## config.mk

```make
export PLATFORM = sky130hd
export DESIGN_NAME = multiplier_2c_seq
export DESIGN_NICKNAME = d
export VERILOG_FILES = /design/src/rtl/multiplier_2c_seq.sv
export SDC_FILE = /design/constraint.sdc
export NUM_CORES = 1
export LEC_CHECK = 0
export CAP_MARGIN = 20
export CORE_MARGIN = 10
export CORE_UTILIZATION = 50
export CTS_CLUSTER_SIZE = 14
export DETAILED_ROUTE_END_ITERATION = 12
export PLACE_DENSITY = 0.74
export SLEW_MARGIN = 25
export SYNTH_ARGS = -nofsm -noshare
export SYNTH_HDL_FRONTEND = slang
export SYNTH_SLANG_ARGS = --single-unit
```

## constraint.sdc

```tcl
create_clock -name clk -period 5.4 [get_ports clk]
set_clock_uncertainty 0.2 [all_clocks]
set_input_delay 1.08 -clock clk [delete_from_list [all_inputs] [get_ports clk]]
set_output_delay 1.08 -clock clk [all_outputs]
set_load 0.01 [all_outputs]
```

## src/rtl/multiplier_2c_seq.sv

```systemverilog
// Sequential signed x signed multiplier: one partial product per clock, MSB row subtracted,
// with a scaled (arithmetic right shift by FRAC) result and optional saturation.
module multiplier_2c_seq #(
  parameter int unsigned WIDTH = 4,
  parameter int unsigned FRAC  = 2,
  parameter int unsigned SAT   = 0
) (
  input  logic               clk,
  input  logic               reset,
  input  logic               in_valid,
  output logic               in_ready,
  input  logic [WIDTH-1:0]   x,
  input  logic [WIDTH-1:0]   y,
  output logic               out_valid,
  input  logic               out_ready,
  output logic [WIDTH-1:0]   m_out,
  output logic [2*WIDTH-1:0] p_full,
  output logic               ovf
);

  localparam int unsigned PW = 2 * WIDTH;
  localparam int unsigned CW = $clog2(WIDTH);

  typedef enum logic [1:0] {IDLE, BUSY, DONE} state_t;

  state_t          state_q, state_d;
  logic [PW-1:0]   acc_q, mcand_q;
  logic [WIDTH-1:0] mplr_q;
  logic [CW-1:0]   cnt_q;

  logic            accept_c, last_c, ovf_c;
  logic [PW-1:0]   pp_c, acc_d, top_c;
  logic [WIDTH-1:0] m_c;

  assign accept_c  = in_valid && in_ready;
  assign last_c    = (cnt_q == CW'(WIDTH - 1));
  assign out_valid = (state_q == DONE);

  // State register
  always_ff @(posedge clk or posedge reset) begin
    if (reset) state_q <= IDLE;
    else       state_q <= state_d;
  end

  // Next state and ready; DONE passes out_ready through so a retire can accept on the same edge
  always_comb begin
    state_d  = state_q;
    in_ready = 1'b0;
    case (state_q)
      IDLE: begin
        in_ready = 1'b1;
        if (in_valid) state_d = BUSY;
      end
      BUSY: if (last_c) state_d = DONE;
      DONE: begin
        in_ready = out_ready;
        if (out_ready) state_d = in_valid ? BUSY : IDLE;
      end
      default: state_d = IDLE;
    endcase
    if (reset) in_ready = 1'b0;
  end

  // Partial product for the current multiplier bit; the sign row is subtracted
  always_comb begin
    pp_c  = mplr_q[0] ? mcand_q : '0;
    acc_d = last_c ? (acc_q - pp_c) : (acc_q + pp_c);
  end

  // Scaling, overflow detection and optional clamp of the final product
  always_comb begin
    top_c = $signed(acc_d) >>> (FRAC + WIDTH - 1);
    ovf_c = !((top_c == '0) || (&top_c));
    m_c   = acc_d[FRAC +: WIDTH];
    if ((SAT != 0) && ovf_c)
      m_c = acc_d[PW-1] ? {1'b1, {(WIDTH-1){1'b0}}} : {1'b0, {(WIDTH-1){1'b1}}};
  end

  // Datapath: operand capture, iteration, and result registers held through DONE
  always_ff @(posedge clk or posedge reset) begin
    if (reset) begin
      acc_q   <= '0;
      mcand_q <= '0;
      mplr_q  <= '0;
      cnt_q   <= '0;
      p_full  <= '0;
      m_out   <= '0;
      ovf     <= 1'b0;
    end else begin
      if (accept_c) begin
        acc_q   <= '0;
        mcand_q <= {{WIDTH{x[WIDTH-1]}}, x};
        mplr_q  <= y;
        cnt_q   <= '0;
      end else if (state_q == BUSY) begin
        acc_q   <= acc_d;
        mcand_q <= mcand_q << 1;
        mplr_q  <= mplr_q >> 1;
        cnt_q   <= cnt_q + CW'(1);
      end
      if ((state_q == BUSY) && last_c) begin
        p_full <= acc_d;
        m_out  <= m_c;
        ovf    <= ovf_c;
      end
    end
  end

endmodule

```

==> results of run 1 <==
==> placed cells by master, fill, tap and decap left out, drive strengths merged, types with 5 or more instances in the layout <==
cell type      instances
xor2                   8
o21ai                 15
dfrtp                 33
clkdlybuf4s50         26
xnor2                  7
a22oi                  5
nand2                 46
o22ai                  8
ha                     8
inv                    5
nor3                   6
clkbuf                 7
nor2                  12
==> sequential cells by signal, indices dropped and copies added (netlist names) <==
name,cells
mcand_q,8
p_full,5
ovf,1
acc_q,8
cnt_q,2
state_q,2
m_out,3
mplr_q,4
==> per-stage QoR <==
| step | instance area, sq um | util | setup WS, ns | std cells | hold WS [ns] |
|---|---|---|---|---|---|
| finish | 2210 | 0.643 | 1.80 | 265 | 0.286 |
| global route | 2210 | 0.643 | 1.74 | 265 | 0.324 |
| CTS | 2210 | 0.642 | 1.79 | 265 | 0.287 |
| detailed placement | 2110 | 0.613 | 1.79 | 257 | 0.272 |
| global placement | 2110 | 0.613 | 1.82 | 257 | 0.262 |
| floorplan | 1840 | - | 2.35 | 196 | 0.246 |
==> cell families after synthesis <==
logic type,after synthesis,share of synthesized area
adders and majority gates,9,0.0654
DFF,33,0.450
AOI/OAI and AO/OA,42,0.158
and+or+nand+nor,75,0.179
buffers and inverters,18,0.0450
xor gates and xnor gates,16,0.0838
muxes,3,0.0191
==> routing by layer <==
metal	vias up	routed length [microns]
li1	718	-
met4	0	34
met5	-	0
met1	676	1710
met2	24	1710
met3	4	173
==> power groups by stage <==
stage	clock network [W]	registers, W	logic [W]
global placement	0	0.000448	0.000921
global route	0.000221	0.000469	0.00107
CTS	0.000206	0.000450	0.000963
detailed placement	0	0.000454	0.000959
finish	0.000201	0.000452	0.000958
floorplan	0	0.000442	0.000754
==> critical path: cells and delay by family <==
family | cells | cell delay, ns
buffers and inverters | 2 | 1.06
and+or+nand+nor | 2 | 0.17
==> cell type report <==
type                       count  area, sq um
timing repair buffer          28          275
fill                         291         1230
tap                           46         57.6
sequential                    33          826
clock inverter                 1         5.00
clock buffer                   7         96.3
multi-input combinational    145          935
inverter                       5         18.8
==> worst paths after layout <==
path                       startpoint         end  slack [ns]  depth (start not counted)
setup / recovery            out_ready    in_ready        1.80                          4
max in group asynchronous       reset         ovf        3.64                          3
setup reg to reg             cnt_q[0]         ovf        2.16                         11
hold reg to reg             mplr_q[1]   mplr_q[1]        0.29                          2
min in group asynchronous       reset  state_q[0]        1.07                          3
hold / removal              mplr_q[1]   mplr_q[1]        0.29                          2
==> results.md, run 1 <==
- Leak Pwr: 0.983 nW
- Synth warnings: 0
- GPL Wtd Cong: 0.795
- Run status: complete, no violations
- # diodes: 0
- Switching Share: 0.420
- Vias per std cell: 5.37
- GR Util All Layers: 0.122
- Mapped Cells: 196
- Nature of the critical path startpoint: input port
- Syn Area/Cell: 9.36 sq um
- Total clock sinks: 33
- Fin crit period: 3.60 ns
- Area leader, netlist: dfrtp_1
- GRT met1 Usage: 0.141
- Routing usage on met3: 0.0423
- Hold Fails Final Rpt: 0
- Max cap viols: 0
- CP dominant cell by count: clkdlybuf4s50_1
- CTS tree: yes
- PostCTS Resize Cnt: 0
- H-tree levels: 2
- Tcrit/Tclk final: 0.666
- Drt wl/cell: 13.7 microns
- Total CTS buffers: 5
- Worst-Margin Slew: 0.636 ns
- First-pass GRT wire length: 6330 microns
- Core area: 3440 sq um
- Setup TNS: 0 ns
- Layout cell share with drive strength beyond 1: 0.0913
- Detailed router's first-iteration violation count: 79
- HP Class: flop to flop
- Die area: 6490 sq um
- Critical Path AT: 2.32 ns
- Hold-fix buffers, CTS: 0
- Clk Latency, worst-skew pair: 0.28 ns
- Root Buffer: clkbuf_8
- Final Max Slew Viols: 0
- Max clock buf depth: 2
- I/O Buffers: 26
- Grt ovf: 0
- GRT met2 Usage: 0.205
- Synth Register Bits: 33
- Max rail drop VDD: 0.000247 V
- Comb power frac: 0.595
- DP HPWL: 2700 microns
- Pint: 0.000934 W
- Cell Pwr Density: 728 nW/um^2
- Total Wirelength: 3620 microns
- Final #Nets: 239
- Number of global-route vias before repair: 1416
- DRT Pass-1 Iters: 4
- Total Power: 0.00161 W
- CP Cell Sequence: clkdlybuf4s50_1 > nor2_1 > nor3_1 > clkdlybuf4s50_1
- Max_slew headroom: 0.575
- Top-count cell post-synth: nand2_1
- Critical path's slowest cell: clkdlybuf4s50_1
- Gr busiest metal: met2
- Clk pin slew, worst setup/hold paths: 0.07 ns
- Post-synthesis sequential area ratio: 0.450
- Area Growth Syn to Fin: 20.6%
- DIE WIDTH: 80.6 microns
- Worst path max stage delay: 0.56 ns
- Worst Path Required: 4.12 ns
- Num rows: 21
- Post-CTS Setup Bufs: 0
- DRT antenna net count: 0
- Largest net degree at the start of global routing: 34
- # IOs: 27
- Clk pwr share: 0.125
- Antenna violations before repair: 0
- Max Freq: 0.278 GHz
- Psw: 0.000676 W
- Crit Path Max Fanout: 3
- Starting Density: 0.533
- Synthesized area: 1840 sq um
- # DRC: 0
- Net count after synthesis: 217
- Synth cell types: 34
- Critical path class: input port to output port
- Post-synth top cells: nand2_1 (46), dfrtp_1 (33), nor2_1 (12)
- Reg power frac: 0.281
- Final setup fails: 0
- Synth top area share: 0.450
- EDFF count, synth: 0
- Crit path capture type: output port
- Asr flop ratio synth: 1.00
- RSZ-0062 raised after global routing: no
- Main flop type after synthesis: dfrtp_1
- Via count: 1422
- Die span in y: 80.6 microns
- Largest cells by area after synthesis: dfrtp_1 (45%), nand2_1 (9.4%), ha_1 (5.5%), xor2_1 (3.8%), xnor2_1 (3.3%)
No activity file was read; power rests on OpenSTA's default activity.
==> run 2, diff against run 1 <==
Settings changed: CORE_UTILIZATION 50 to 48, PLACE_DENSITY 0.74 to 0.75.
Clock period 5.4 ns to 3.3 ns, I/O delays scaled along.
==> run 2 against run 1 <==
Utilization down 3.2 points. Die area is 3.1% higher. Non-clock buffer count is 3 higher. Clock-buffer cell count stayed put. Critical path type is now flop to flop.
==> results.md, run 2 (same netlist as run 1, synthesis figures left out) <==
- DRT Pass-1 Iters: 4
- Critical Path AT: 3.10 ns
- # DRC: 0
- I/O Buffers: 26
- HP Class: flop to flop
- Crit path capture type: flop
- Nature of the critical path startpoint: flop
- Max Freq: 0.322 GHz
- Leading cell types in the layout, fill and taps excluded: nand2_1 (46), dfrtp_1 (33), clkdlybuf4s50_1 (26), nor2_1 (12), o21ai_0 (11)
- Worst-Margin Slew: 0.692 ns
- Fin crit period: 3.11 ns
- Regs by FF count: acc_q (8), mcand_q (8), p_full (5)
- # diodes: 0
- Num rows: 22
- Core area: 3690 sq um
- Total Power: 0.00275 W
- Final Max Slew Viols: 0
- Launching point of the worst reg2reg path: mcand_q[0]
- CP startpoint: mcand_q[0]
- Detailed router's first-iteration violation count: 68
- CP delay by family, top: compound AO/OA/AOI/OAI gates
- Critical path class: flop to flop
- H-tree levels: 2
- Clk Latency, worst-skew pair: 0.28 ns
- First-pass GRT wire length: 6640 microns
- Total CTS buffers: 5
- Hold-fix buffers, CTS: 0
- CTS tree: yes
- Via count: 1440
- # IOs: 27
- Tcrit/Tclk final: 0.942
- Layout cell share with drive strength beyond 1: 0.108
- Largest net degree at the start of global routing: 31
- Worst Path Buf+Inv: 0
- DIE WIDTH: 81.8 microns
- Max clock buf depth: 2
- Commonest non-fill, non-tap cell in the layout: nand2_1
- Run status: complete, no violations
- GR Util All Layers: 0.126
- Worst r2r path cells: 11
- Critical Path Sink: ovf
- Fin area: 2250 sq um
- Final setup fails: 0
- Final #Nets: 242
- Worst path max stage delay: 0.49 ns
- Hold Fails Final Rpt: 0
- Cell Area, Placed: 2120 sq um
- CP Cell Sequence: nor3_2 > nor2_1 > xor2_1 > nand2_1 > ha_1 > o21ai_0 > a32oi_2 > o31a_4 > xnor3_1 > and3_1 > o31ai_1
- Min Hold Slack: 0.281 ns
- Grt ovf: 0
- Max_slew headroom: 0.537
- Area Growth Syn to Fin: 22.7%
- Die span in y: 81.8 microns
- Leak Pwr: 0.998 nW
- Max cap viols: 0
- Reg-to-reg setup timing slack: 0.19 ns
- WP depth: 11
- Antenna violations before repair: 0
- Worst R2R End: ovf
- Worst Path Required: 3.29 ns
- Root Buffer: clkbuf_8
- Die area: 6700 sq um
- Critical path's slowest cell: dfrtp_1
- Total Wirelength: 3850 microns
- Final core occ: 0.611
- Total clock sinks: 33
- Drt wl/cell: 14.2 microns
- Setup TNS: 0 ns
- Max rail drop VDD: 0.000499 V
- DRT antenna net count: 0
- Crit Path Max Fanout: 7
- Starting Density: 0.498
- Cell Pwr Density: 1220 nW/um^2
- Vias per std cell: 5.33
- GPL Wtd Cong: 0.833
- DP HPWL: 2790 microns
- Clk pin slew, worst setup/hold paths: 0.07 ns
- Number of global-route vias before repair: 1447
-- run 2: metrics by stage --
step                std cells  worst slack [ns]
floorplan                 196             0.248
global placement          260             0.211
detailed placement        260             0.133
CTS                       268             0.116
global route              270         -0.000425
finish                    270             0.191
-- run 2: cell type report --
type	instances	area [sq um]
clock buffer	7	96.3
clock inverter	1	5.00
fill	332	1440
inverter	5	18.8
multi-input combinational	145	948
sequential	33	826
tap	48	60.1
timing repair buffer	31	298
-- run 2: worst reg2reg max path, stage by stage, from the launching register on --
cell and delay [ns]:
dfrtp_1 0.49, nor3_2 0.27, nor2_1 0.08, xor2_1 0.13, nand2_1 0.07, ha_1 0.34
o21ai_0 0.25, a32oi_2 0.14, o31a_4 0.32, xnor3_1 0.34, and3_1 0.19, o31ai_1 0.20
-- run 2: how the worst min path moves through the flow --
stage              start         to  slack (ns)  cells after the start
2_1_floorplan  mplr_q[1]  mplr_q[1]        0.25                      2
3_3_place_gp   mplr_q[1]  mplr_q[1]        0.26                      2
3_5_place_dp         ovf        ovf        0.27                      2
4_1_cts              ovf        ovf        0.29                      2
5_1_grt              ovf        ovf        0.31                      2
6_report       p_full[0]  p_full[0]        0.28                      2
-- run 2: what timing repair did --
action	CTS	global route
buffers inserted	0	2
endpoints found under the setup margin	0	1
endpoints found under the hold margin	0	0
gates resized for setup	0	3
-- run 2: power breakdown --
| part | internal, W | total [W] | switching [W] | leakage (nW) |
|---|---|---|---|---|
| Clock | 0.000188 | 0.000330 | 0.000142 | 0.0542 |
| Sequential | 0.000584 | 0.000751 | 0.000168 | 0.421 |
| Combinational | 0.000817 | 0.00167 | 0.000854 | 0.523 |
| Total | 0.00159 | 0.00275 | 0.00116 | 0.998 |
-- run 2: routing by layer --
layer  track usage  vias up  wire length, microns
li1              -      721                     -
met1         0.151      683                  1820
met2         0.205       32                  1770
met3        0.0328        4                   208
met4        0.0629        0                    48
met5             0        -                     0
==> run 3, diff against run 2 <==
==> constraint.sdc (replaced) <==
create_clock -name clk -period 3.3 [get_ports clk]
set_clock_uncertainty 0.2 [all_clocks]
set_input_delay 0.99 -clock clk [delete_from_list [all_inputs] [get_ports clk]]
set_output_delay 0.99 -clock clk [all_outputs]
set_load 0.01 [all_outputs]
==> run 3 against run 2 <==
Flip-flop and latch count unchanged. Worst hold slack worse by 0.0021 ns. Power down 4.0%. Maximum frequency up 0.66%. Via count down 2.6%. Routed wire length down 6.3%. Setup slack better by 0.020 ns. Clock-buffer cell count up 1.
==> results.md, run 3 (same netlist as run 1, synthesis figures left out) <==
- CP Cell Sequence: clkdlybuf4s50_1 > nor2_1 > nor3_1 > dlygate4sd2_1
- Crit Path Max Fanout: 2
- Fin crit period: 3.09 ns
- Antenna violations before repair: 0
- H-tree levels: 2
- RSZ-0062 raised after global routing: no
- Run status: complete, no violations
- Num rows: 22
- Worst path max stage delay: 0.47 ns
- Max_slew headroom: 0.566
- Launching point of the worst reg2reg path: cnt_q[0]
- # IOs: 27
- Crit path capture type: output port
- First-pass GRT wire length: 6210 microns
- Max rail drop VDD: 0.000393 V
- Largest net degree at the start of global routing: 21
- Max Freq: 0.324 GHz
- Critical path class: input port to output port
- Via count: 1403
- Fill count: 339
- Grt ovf: 0
- Clk Latency, worst-skew pair: 0.27 ns
- HP Class: flop to flop
- I/O Buffers: 26
- Number of global-route vias before repair: 1390
- CTS tree: yes
- Hold wc startpoint: p_full[6]
- Critical Path AT: 1.90 ns
- Final #Nets: 246
- Die span in y: 81.8 microns
- Leading cell types in the layout, fill and taps excluded: nand2_1 (46), dfrtp_1 (33), clkdlybuf4s50_1 (25), nor2_1 (12), o21ai_0 (11)
- Root Buffer: clkbuf_8
- Die area: 6700 sq um
- Nature of the critical path startpoint: input port
- Cell Pwr Density: 1170 nW/um^2
- Final Max Slew Viols: 0
- # DRC: 0
- Detailed router's first-iteration violation count: 72
- GR Util All Layers: 0.116
- Worst Path Required: 2.11 ns
- DRT antenna net count: 0
- Worst-Margin Slew: 0.649 ns
- Layout cell share with drive strength beyond 1: 0.111
- Drt wl/cell: 13.1 microns
- Final setup fails: 0
- Total CTS buffers: 5
- Setup TNS: 0 ns
- DRT Pass-1 Iters: 4
- Regs by FF count: acc_q (8), mcand_q (8), p_full (5)
- DIE WIDTH: 81.8 microns
- Vias per std cell: 5.12
- GPL Wtd Cong: 0.810
- Leak Pwr: 1.01 nW
- Core area: 3690 sq um
- Hold Fails Final Rpt: 0
- Total Wirelength: 3600 microns
- Critical path's slowest cell: clkdlybuf4s50_1
- Total Power: 0.00264 W
- Starting Density: 0.498
- Max cap viols: 0
- Tcrit/Tclk final: 0.936
- Area Growth Syn to Fin: 23.1%
- Total clock sinks: 33
- Hold-fix buffers, CTS: 0
- Clk pin slew, worst setup/hold paths: 0.06 ns
- Max clock buf depth: 2
- # diodes: 0
- DP HPWL: 2750 microns
- Commonest non-fill, non-tap cell in the layout: nand2_1
- CP startpoint: out_ready
-- run 3: critical path: cells and delay by family --
family,cells,cell delay (ns)
buffers and inverters,2,0.76
AND/OR/NAND/NOR,2,0.15
-- run 3: cell type report --
type,instances,area [sq um],share of cell area
inverters,5,18.8,0.00831
well taps,48,60.1,0.0266
repair buffers,35,327,0.145
multi-input cells,145,948,0.420
flip-flops and latches,33,826,0.365
clock buffers,8,80.1,0.0354
-- run 3: what timing repair did --
action / CTS / global route
pin swaps: 0 / 1
setup buffers: 0 / 1
gates resized for setup: 1 / 3
setup endpoints to repair: 1 / 1
-- run 3: per-layer routing --
layer	global-route usage	vias up	share of wire
met5	0	-	0
met4	0.0561	0	0.018
met3	0.0251	5	0.054
met2	0.197	28	0.47
met1	0.135	644	0.45
li1	-	726	-
-- run 3: path summary, 6_finish.rpt --
kind	to	slack [ns]	cells past startpoint
min in group asynchronous	state_q[1]	0.99	4
min	p_full[6]	0.28	2
max reg2reg	ovf	0.24	11
max in group asynchronous	ovf	1.71	4
max	in_ready	0.21	4
min reg2reg	p_full[6]	0.28	2
-- run 3: stage by stage --
stage / setup slack (ns) / instance area (sq um) / cells / util / hold slack (ns)
global placement: -0.0863 / 2160 / 265 / 0.585 / 0.261
CTS: 0.0794 / 2240 / 273 / 0.606 / 0.286
floorplan: 0.248 / 1840 / 196 / - / 0.246
global route: 0.0467 / 2260 / 274 / 0.613 / 0.311
detailed placement: -0.0905 / 2160 / 265 / 0.585 / 0.272
finish: 0.211 / 2260 / 274 / 0.613 / 0.279
-- run 3: power breakdown --
group / leakage (nW) / switching (W) / internal [W]
Sequential: 0.421 / 0.000165 / 0.000584
Combinational: 0.546 / 0.000802 / 0.000809
Clock: 0.0395 / 0.000132 / 0.000150
Total: 1.01 / 0.00110 / 0.00154
